===== src/rtl/pipeline_hazard_ctrl_if.sv =====
// ----------------------------------------------------------------------------
// pipeline_hazard_ctrl_if
// Bundles the decode-side hazard inputs, the EX branch-resolution input and
// the interlock/flush/status outputs of the pipeline hazard controller.
//   master : pipeline side (drives decode info and branch resolution,
//            receives enables, bubble/flush strobes, state and counters)
//   slave  : hazard controller side
// Parameter CNT_W sets the width of the two performance counters and must
// match the controller's CNT_W.
// ----------------------------------------------------------------------------
interface pipeline_hazard_ctrl_if #(
  parameter int CNT_W = 16
);
  logic             dec_valid_In;
  logic [4:0]       dec_rs1_In;
  logic [4:0]       dec_rs2_In;
  logic             dec_rs1_used_In;
  logic             dec_rs2_used_In;
  logic [4:0]       dec_rd_In;
  logic             dec_rd_we_In;
  logic             ex_branch_taken_In;
  logic             pc_write_en_Out;
  logic             if_de_write_en_Out;
  logic             id_ex_bubble_Out;
  logic             if_de_flush_Out;
  logic             id_ex_flush_Out;
  logic [1:0]       state_Out;
  logic [CNT_W-1:0] stall_count_Out;
  logic [CNT_W-1:0] flush_count_Out;

  modport master (
    output dec_valid_In, dec_rs1_In, dec_rs2_In, dec_rs1_used_In,
           dec_rs2_used_In, dec_rd_In, dec_rd_we_In, ex_branch_taken_In,
    input  pc_write_en_Out, if_de_write_en_Out, id_ex_bubble_Out,
           if_de_flush_Out, id_ex_flush_Out, state_Out,
           stall_count_Out, flush_count_Out
  );

  modport slave (
    input  dec_valid_In, dec_rs1_In, dec_rs2_In, dec_rs1_used_In,
           dec_rs2_used_In, dec_rd_In, dec_rd_we_In, ex_branch_taken_In,
    output pc_write_en_Out, if_de_write_en_Out, id_ex_bubble_Out,
           if_de_flush_Out, id_ex_flush_Out, state_Out,
           stall_count_Out, flush_count_Out
  );
endinterface


===== src/rtl/pipeline_hazard_ctrl.sv =====
// ----------------------------------------------------------------------------
// pipeline_hazard_ctrl
// Interlock and flush controller for a 5-stage IF/ID/EX/MA/RW pipeline with no
// forwarding. A 3-entry destination scoreboard shadows ID_EX, EX_MA and MA_RW;
// a decoded instruction whose live source matches a pending destination stalls
// IF and IF_DE and sends a bubble into ID_EX. A taken branch resolved in EX
// kills the instructions in IF_DE and ID (flush beats stall).
// Ports:
//   clk    : pipeline clock, rising edge
//   rst_n  : asynchronous active-low reset
//   bus    : slave modport of pipeline_hazard_ctrl_if (decode inputs, branch
//            input, enables, bubble/flush strobes, state, counters)
// Parameters:
//   WB_BYPASS : 1 = register file writes through, MA_RW producer never hazards
//   CNT_W     : width of the saturating stall/flush counters
// ----------------------------------------------------------------------------
module pipeline_hazard_ctrl #(
  parameter bit WB_BYPASS = 1'b0,
  parameter int CNT_W     = 16
) (
  input logic                   clk,
  input logic                   rst_n,
  pipeline_hazard_ctrl_if.slave bus
);

  typedef enum logic [1:0] {
    ST_RUN   = 2'd0,
    ST_STALL = 2'd1,
    ST_FLUSH = 2'd2
  } state_t;

  typedef struct packed {
    logic       v;
    logic [4:0] rd;
  } sb_entry_t;

  // With write-through the MA_RW entry is already visible in the register
  // file, so only the first two scoreboard entries are searched.
  localparam int NCHK = WB_BYPASS ? 2 : 3;

  sb_entry_t        sb_r [3];
  state_t           state_r;
  state_t           state_next_s;
  logic [CNT_W-1:0] stall_cnt_r;
  logic [CNT_W-1:0] flush_cnt_r;
  logic             rs1_hit_s;
  logic             rs2_hit_s;
  logic             haz_s;
  logic             flush_s;
  logic             stall_s;

  // Source-register match against the scoreboard and hazard decision.
  always_comb begin
    rs1_hit_s = 1'b0;
    rs2_hit_s = 1'b0;
    for (int k = 0; k < NCHK; k++) begin
      if (sb_r[k].v && (sb_r[k].rd == bus.dec_rs1_In)) begin
        rs1_hit_s = 1'b1;
      end else begin
        rs1_hit_s = rs1_hit_s;
      end
      if (sb_r[k].v && (sb_r[k].rd == bus.dec_rs2_In)) begin
        rs2_hit_s = 1'b1;
      end else begin
        rs2_hit_s = rs2_hit_s;
      end
    end
    // x0 is hard-wired zero, so it never creates a dependency.
    haz_s = bus.dec_valid_In &
            ((bus.dec_rs1_used_In & (bus.dec_rs1_In != 5'd0) & rs1_hit_s) |
             (bus.dec_rs2_used_In & (bus.dec_rs2_In != 5'd0) & rs2_hit_s));
    flush_s = bus.ex_branch_taken_In;
    // A flush kills the dependent instruction, so it must not also stall.
    stall_s = haz_s & ~flush_s;
  end

  // Pipeline control strobes; these must act in the same cycle as the hazard.
  assign bus.pc_write_en_Out    = ~stall_s;
  assign bus.if_de_write_en_Out = ~stall_s;
  assign bus.id_ex_bubble_Out   = stall_s;
  assign bus.if_de_flush_Out    = flush_s;
  assign bus.id_ex_flush_Out    = flush_s;
  assign bus.state_Out          = state_r;
  assign bus.stall_count_Out    = stall_cnt_r;
  assign bus.flush_count_Out    = flush_cnt_r;

  // Next-state selection: flush has priority over stall.
  always_comb begin
    state_next_s = ST_RUN;
    if (flush_s) begin
      state_next_s = ST_FLUSH;
    end else if (stall_s) begin
      state_next_s = ST_STALL;
    end else begin
      state_next_s = ST_RUN;
    end
  end

  // State register recording the action taken in the previous cycle.
  always_ff @(posedge clk or negedge rst_n) begin
    if (!rst_n) begin
      state_r <= ST_RUN;
    end else begin
      state_r <= state_next_s;
    end
  end

  // Scoreboard shift; downstream stages always advance, only entry 0 is gated.
  always_ff @(posedge clk or negedge rst_n) begin
    if (!rst_n) begin
      for (int k = 0; k < 3; k++) begin
        sb_r[k] <= '{v: 1'b0, rd: 5'd0};
      end
    end else begin
      sb_r[2] <= sb_r[1];
      sb_r[1] <= sb_r[0];
      if (flush_s || stall_s) begin
        sb_r[0] <= '{v: 1'b0, rd: 5'd0};
      end else begin
        sb_r[0] <= '{v:  bus.dec_valid_In & bus.dec_rd_we_In & (bus.dec_rd_In != 5'd0),
                     rd: bus.dec_rd_In};
      end
    end
  end

  // Saturating performance counters.
  always_ff @(posedge clk or negedge rst_n) begin
    if (!rst_n) begin
      stall_cnt_r <= {CNT_W{1'b0}};
      flush_cnt_r <= {CNT_W{1'b0}};
    end else begin
      if (stall_s && (stall_cnt_r != {CNT_W{1'b1}})) begin
        stall_cnt_r <= stall_cnt_r + CNT_W'(1);
      end else begin
        stall_cnt_r <= stall_cnt_r;
      end
      if (flush_s && (flush_cnt_r != {CNT_W{1'b1}})) begin
        flush_cnt_r <= flush_cnt_r + CNT_W'(1);
      end else begin
        flush_cnt_r <= flush_cnt_r;
      end
    end
  end

endmodule


===== src/flat_wrapper.sv =====
// flat-port wrapper written by rule: the top's interface ports become plain ports
module pipeline_hazard_ctrl_flat 
#(
  parameter bit WB_BYPASS = 1'b0,
  parameter int CNT_W     = 16
)
  (clk, rst_n, bus_dec_valid_In, bus_dec_rs1_In, bus_dec_rs2_In, bus_dec_rs1_used_In, bus_dec_rs2_used_In, bus_dec_rd_In, bus_dec_rd_we_In, bus_ex_branch_taken_In, bus_pc_write_en_Out, bus_if_de_write_en_Out, bus_id_ex_bubble_Out, bus_if_de_flush_Out, bus_id_ex_flush_Out, bus_state_Out, bus_stall_count_Out, bus_flush_count_Out);
  pipeline_hazard_ctrl_if #(.CNT_W(CNT_W)) bus_i ();
  input logic clk;
  input logic rst_n;
  input wire logic [$bits(bus_i.dec_valid_In)-1:0] bus_dec_valid_In;
  input wire logic [$bits(bus_i.dec_rs1_In)-1:0] bus_dec_rs1_In;
  input wire logic [$bits(bus_i.dec_rs2_In)-1:0] bus_dec_rs2_In;
  input wire logic [$bits(bus_i.dec_rs1_used_In)-1:0] bus_dec_rs1_used_In;
  input wire logic [$bits(bus_i.dec_rs2_used_In)-1:0] bus_dec_rs2_used_In;
  input wire logic [$bits(bus_i.dec_rd_In)-1:0] bus_dec_rd_In;
  input wire logic [$bits(bus_i.dec_rd_we_In)-1:0] bus_dec_rd_we_In;
  input wire logic [$bits(bus_i.ex_branch_taken_In)-1:0] bus_ex_branch_taken_In;
  output wire logic [$bits(bus_i.pc_write_en_Out)-1:0] bus_pc_write_en_Out;
  output wire logic [$bits(bus_i.if_de_write_en_Out)-1:0] bus_if_de_write_en_Out;
  output wire logic [$bits(bus_i.id_ex_bubble_Out)-1:0] bus_id_ex_bubble_Out;
  output wire logic [$bits(bus_i.if_de_flush_Out)-1:0] bus_if_de_flush_Out;
  output wire logic [$bits(bus_i.id_ex_flush_Out)-1:0] bus_id_ex_flush_Out;
  output wire logic [$bits(bus_i.state_Out)-1:0] bus_state_Out;
  output wire logic [$bits(bus_i.stall_count_Out)-1:0] bus_stall_count_Out;
  output wire logic [$bits(bus_i.flush_count_Out)-1:0] bus_flush_count_Out;
  assign bus_i.dec_valid_In = bus_dec_valid_In;
  assign bus_i.dec_rs1_In = bus_dec_rs1_In;
  assign bus_i.dec_rs2_In = bus_dec_rs2_In;
  assign bus_i.dec_rs1_used_In = bus_dec_rs1_used_In;
  assign bus_i.dec_rs2_used_In = bus_dec_rs2_used_In;
  assign bus_i.dec_rd_In = bus_dec_rd_In;
  assign bus_i.dec_rd_we_In = bus_dec_rd_we_In;
  assign bus_i.ex_branch_taken_In = bus_ex_branch_taken_In;
  assign bus_pc_write_en_Out = bus_i.pc_write_en_Out;
  assign bus_if_de_write_en_Out = bus_i.if_de_write_en_Out;
  assign bus_id_ex_bubble_Out = bus_i.id_ex_bubble_Out;
  assign bus_if_de_flush_Out = bus_i.if_de_flush_Out;
  assign bus_id_ex_flush_Out = bus_i.id_ex_flush_Out;
  assign bus_state_Out = bus_i.state_Out;
  assign bus_stall_count_Out = bus_i.stall_count_Out;
  assign bus_flush_count_Out = bus_i.flush_count_Out;
  pipeline_hazard_ctrl #(.WB_BYPASS(WB_BYPASS), .CNT_W(CNT_W)) u_core (.clk(clk), .rst_n(rst_n), .bus(bus_i));
endmodule

===== config.mk =====
export PLATFORM = sky130hd
export DESIGN_NAME = pipeline_hazard_ctrl_flat
export DESIGN_NICKNAME = d
export VERILOG_FILES = /design/src/rtl/pipeline_hazard_ctrl_if.sv /design/src/rtl/pipeline_hazard_ctrl.sv /design/src/flat_wrapper.sv
export SDC_FILE = /design/constraint.sdc
export NUM_CORES = 1
export LEC_CHECK = 0
export CAP_MARGIN = 20
export CORE_ASPECT_RATIO = 0.75
export CORE_MARGIN = 3
export CORE_UTILIZATION = 42
export DETAILED_ROUTE_END_ITERATION = 7
export GPL_ROUTABILITY_DRIVEN = 1
export PLACE_DENSITY_LB_ADDON = 0.1
export SYNTH_ARGS = -nofsm -noshare
export SYNTH_HDL_FRONTEND = slang
export SYNTH_SLANG_ARGS = --single-unit

===== constraint.sdc =====
create_clock -name clk -period 1.89 [get_ports clk]
set_input_delay 0.2835 -clock clk [delete_from_list [all_inputs] [get_ports clk]]
set_output_delay 0.2835 -clock clk [all_outputs]
set_load 0.02 [all_outputs]

# After elaboration in Yosys (flattened, before gate mapping)
# Index checks and enable logic that the tools add are counted.
dict set report classes {
  n_addsub 2
  multipliers 0
  n_div 0
  n_lt_le_gt_ge 0
  n_eq_ne 8
  n_shift 0
  mux 9
  bitwise_logic 11
  n_reduce_logical 12
}
# op n
set ops {}
lappend ops {{16-bit by 1-bit adder with 16-bit output, second input constant} 2}
lappend ops {{16-bit != test, second input constant} 2}
lappend ops {{5-bit equality test} 6}
lappend ops {{5-bit nonzero test} 3}
lappend ops {{1-bit AND} 8}
lappend ops {{1-bit logical AND} 8}
lappend ops {{1-bit 2-to-1 mux} 7}
lappend ops {{6-bit 2-to-1 mux} 1}
lappend ops {{2-bit 2-to-1 mux} 1}
lappend ops {{1-bit inverter} 2}
lappend ops {{1-bit logical OR} 1}
lappend ops {{1-bit OR} 1}
dict set report totals {
  regBits 52
  latchBits 0
  mem_bits_rw 0
  rom_bits 0
  input_bits 22
  out_inout_bits 39
  elab_cells 51
  memories 0
}

# Logic depth before layout (Yosys ltp)
dict set report logic_depth {
  word_depth 11
  depth_mapped 8
  ltp_nobuf 8
}

# Worst setup path before layout
# Ideal clock, no wire load.
dict set report synth_path {
  path_kind {register to register}
  startpoint {register u_core.stall_cnt_r[6], in the netlist u_core.bus.stall_count_Out[6]}
  endpoint {register u_core.stall_cnt_r[1], in the netlist u_core.bus.stall_count_Out[1]}
  setup_time_ps 128
  arrival_time_ps 2066
  required_time_ps 1762
  setup_slack_ps -304
  path_stages_with_launch 8
  path_buffers 1
  synth_period_minus_slack_ps 2194
  cell_sequence {dfrtp_1 > and4_1 > and3_1 > nand2_1 > or3_1 > o211ai_4 > buf_4 > mux2_1}
}
dict set report synth_between {
  elab_chain_len 2
}
# element line_no
set synth_lines {}
lappend synth_lines {{start: declaration} pipeline_hazard_ctrl.sv:44} ;# logic [CNT_W-1:0] stall_cnt_r;
lappend synth_lines {{start signal: assignment} pipeline_hazard_ctrl.sv:129} ;# stall_cnt_r <= {CNT_W{1'b0}};
lappend synth_lines {{start signal: assignment} pipeline_hazard_ctrl.sv:133} ;# stall_cnt_r <= stall_cnt_r + CNT_W'(1);
lappend synth_lines {{start signal: assignment} pipeline_hazard_ctrl.sv:135} ;# stall_cnt_r <= stall_cnt_r;
lappend synth_lines {{16-bit != test} pipeline_hazard_ctrl.sv:132} ;# if (stall_s && (stall_cnt_r != {CNT_W{1'b1}})) begin
lappend synth_lines {{1-bit logical AND} pipeline_hazard_ctrl.sv:132}
# Every way passes these cells.
# A chain may end at the register's enable or synchronous reset.

# Worst setup path after layout
dict set report layout_path {
  startpoint {register u_core.sb_r[8] in the netlist's numbering}
  endpoint {register u_core.stall_cnt_r[6], in the netlist u_core.bus.stall_count_Out[6]}
}
dict set report layout_between {
  elab_chain_len 9
  word_cells_on_any_way 14
  classes_between {eq/ne: 2; mux: 4; bitwise: 5; reduce/logical: 3}
}
# element line_no
set layout_lines {}
lappend layout_lines {{start: declaration} pipeline_hazard_ctrl.sv:41} ;# sb_entry_t sb_r [3];
lappend layout_lines {{start signal: indexed assignment} pipeline_hazard_ctrl.sv:112} ;# sb_r[k] <= '{v: 1'b0, rd: 5'd0};
lappend layout_lines {{5-bit equality test, on equally long branches} {pipeline_hazard_ctrl.sv:57, pipeline_hazard_ctrl.sv:62}}
lappend layout_lines {{1-bit logical AND, on equally long branches} {pipeline_hazard_ctrl.sv:57, pipeline_hazard_ctrl.sv:62}}
lappend layout_lines {{1-bit 2-to-1 mux, on equally long branches (2 in a row)} {pipeline_hazard_ctrl.sv:57, pipeline_hazard_ctrl.sv:62}}
lappend layout_lines {{1-bit AND, on equally long branches} {pipeline_hazard_ctrl.sv:70, pipeline_hazard_ctrl.sv:71}}
lappend layout_lines {{1-bit OR (*)} pipeline_hazard_ctrl.sv:70} ;# ((bus.dec_rs1_used_In & (bus.dec_rs1_In != 5'd0) & rs1_hit_s) |
lappend layout_lines {{1-bit AND (*)} pipeline_hazard_ctrl.sv:69} ;# haz_s = bus.dec_valid_In &
lappend layout_lines {{1-bit AND (*)} pipeline_hazard_ctrl.sv:74} ;# stall_s = haz_s & ~flush_s;
lappend layout_lines {{1-bit logical AND (*)} pipeline_hazard_ctrl.sv:132}
# Every way passes the cells marked *; elsewhere a longest branch is shown, timed or not.

==> impl_metrics.yaml <==
status:
  status: "complete, but fails checks"
  failed_checks: "setup timing"
clocking:
  clk_pin_slew_ns: 0.09
  cts_sinks: 52
  clk_path_buf_depth: 2
  numCtsBuffers: 5
  root_buffer: "clkbuf_8"
  cts-htree-levels: 2
  clk_latency_ns: 0.29
  cts_tree: "yes"
worst_setup_path:
  crit_chain: "xor2_1, nor4_2, nand3_1, a31oi_4, buf_6, o211ai_4, or4b_4, xnor2_2"
  arrival_ns: 2.48
  start_kind: "register"
  end_kind: "register"
  criticalPathCategory: "reg2reg"
  r2r_cells: 8
  required_ns: 2.08
  cp_slowest_cell: "or4b_4"
  slowest_delay_ns: 0.53
  cp_max_fo: 3
route:
  routedWlPerCell_um: 14.5
  ant_nets: 0
  drt_pass1_iterations: 4
  totalWireLength_um: 5900
  drt_iter0_drc: 39
  viasPerCell: 4.78
  vias: 1951
  drc: 0
floorplan:
  num_rows: 23
  ios: 61
  initial_core_util_pct: 44.9
  die_area_sq_um: 6880
  core_area_sq_um: 5530
  die-width_um: 94.8
  die_y_um: 72.6
sta:
  tightestPinTransition_ns: 0.631
  period_share_pct: 121
  fin_worst_skew_ns: 0.00671
  rsz0062_at_grt: "true"
  fin_ws_ns: -0.404
  clock.fmax_mhz: 436
  relSlewSlack_pct: 57.8
  hold_viol: 0
  fin_crit_ns: 2.29
  finalSetupViolCount: 24
  fin_hold_ws_ns: 0.435
  slew_viol_final: 0
logic_synthesis:
  yosysTopAreaCell: "dfrtp_1"
  synth_seq_cells: 52
  yosys_warnings: 0
  synth_top_cells_by_count: "dfrtp_1 (52), xor2_1 (40), nand3_1 (19)"
  synth_nets: 239
  synth_flop_cell: "dfrtp_1"
  netlist_instances: 215
  yosysMostFrequentCell: "dfrtp_1"
  ys_top_cells_by_area: "dfrtp_1 (52%), xor2_1 (14%), xnor2_1 (5.6%)"
  synth-edff-count: 0
  synth.avg_cell_area_sq_um: 11.5
  async_reset_ff_share_pct: 100
  ys_types: 35
  synth_area_sq_um: 2480
  synth_top_area_share_pct: 52.4
  seq_area_frac_synth_pct: 52.4
grt:
  grt_pass1_vias: 2055
  grtUsageTotal_pct: 19.2
  grt_max_degree: 29
  antenna_found_initial: 0
  grt_pass1_wl_um: 10200
  grt_overflow: 0
pwr:
  pwr-share-comb_pct: 26.4
  finalPower_mw: 2.75
  switching_power_mw: 0.755
  p_clk_share_pct: 27.2
  power.density_nw_per_um2: 708
  p_leak_nw: 1.85
  seq_power_share_pct: 46.4
  ir_worst_vdd_mv: 0.643
  intPower_mw: 1.99
  swShare_pct: 27.5
placement:
  placed_area_sq_um: 3560
  gp_congestion: 0.903
  dpl.cell_count: 395
  hpwl_um: 4550
  portBuffers: 60
cells_and_area:
  drive_gt1_share_pct: 34.5
  n_antenna_cell: 0
  area_delta_synth_final_pct: 56.2
  fill_cells: 419
  nets: 356
  multi_input_comb_area_sq_um: 1330
  register_area_sq_um: 1310
  stdcell_count: 408
  final_cell_area_sq_um: 3880
hold_path:
  hold_depth: 0
  hp-class: "reg2reg"
run:
  max_cap_viol_count: 0
power by group through the flow:
stage	Sequential, mW	Combinational [mW]	Clock [mW]
after floorplan	1.41	0.173	0
after global placement	1.29	0.695	0
after detailed placement	1.30	0.699	0
after CTS	1.28	0.706	0.769
after global routing	1.28	0.784	0.832
final	1.27	0.726	0.747
cell families (layout without fill, tap and decap cells):
group           count (synthesis)  after routing  synth area share [%]
compound gates                 13             13                  5.69
xor+xnor                       57             57                  20.4
fa+ha+maj                       2              2                  1.01
buf+inv                         8            126                  1.81
flops                          52             52                  52.4
mux                             1              1                 0.454
simple gates                   82             82                  18.2
worst max-delay path, delay by kind of cell (launching register included):
family | cells | cell delay, ns
buffers and inverters | 1 | 0.13
AO/OA/AOI/OAI | 2 | 0.31
flip-flops | 1 | 0.44
XOR/XNOR | 2 | 0.30
AND/OR/NAND/NOR | 3 | 1.02
final timing paths:
kind / start / slack, ns / end
min in group asynchronous: rst_n / 0.51 / u_core.bus.flush_count_Out[3]
setup / recovery: u_core.sb_r[8] / -0.40 / u_core.bus.stall_count_Out[6]
setup reg to reg: u_core.sb_r[8] / -0.40 / u_core.bus.stall_count_Out[6]
max in group asynchronous: rst_n / 0.82 / u_core.sb_r[8]
hold reg to reg: u_core.sb_r[11] / 0.44 / u_core.sb_r[5]
hold / removal: u_core.sb_r[11] / 0.44 / u_core.sb_r[5]
cell usage in the layout (no fill, tap or decap), drive strengths merged, types with 2 or more instances in the layout:
master,instances
clkdlybuf4s50,47
a31oi,2
buf,57
a21oi,2
inv,4
ha,2
xnor2,17
or3,2
clkbuf,5
nand3,19
and2,5
o21ai,2
nand4,2
nand2,15
nor3,5
or4,3
o21a,2
xor2,40
nor2,13
dlygate4sd2,9
nor4,7
nor3b,4
and4,2
dfrtp,52
layout make-up:
class | count | share of cell area, %
inverter | 4 | 0.387
clock buffer | 5 | 1.77
multi-input combinational | 155 | 34.2
sequential | 52 | 33.9
tap | 75 | 2.42
clock inverter | 3 | 1.10
timing repair buffer | 114 | 26.3
layer usage:
layer  vias to the layer above  GRT usage [%]  share of wire [%]
met4                         0           4.16               0.32
met5                         -              0                  0
met2                        52           26.6                 41
met1                       929           30.3                 54
met3                         2           4.43                5.1
li1                        968              -                  -
flip-flops by register name, indices dropped and copies added, names as in the netlist:
name	cells
u_core.bus.stall_count_Out	16
u_core.bus.flush_count_Out	16
u_core.sb_r	18
u_core.bus.state_Out	2
stage by stage:
stage / utilization, % / setup slack [ns] / TNS, ns
finish: 70.2 / -0.404 / -5.56
global route: 70.2 / -0.494 / -8.20
CTS: 69.2 / -0.402 / -5.57
detailed placement: 64.4 / -0.938 / -17.64
global placement: 64.4 / -0.891 / -16.67
floorplan: - / -0.203 / -0.448
timing repair:
action,4_1_cts,5_1_grt
cloned,0,0
hold buffers,1,0
pin swaps,21,11
gates resized for setup,53,15
buffers inserted,3,2
setup endpoints to repair,25,25
endpoints found under the hold margin,22,0
No activity file was read; power rests on OpenSTA's default activity.
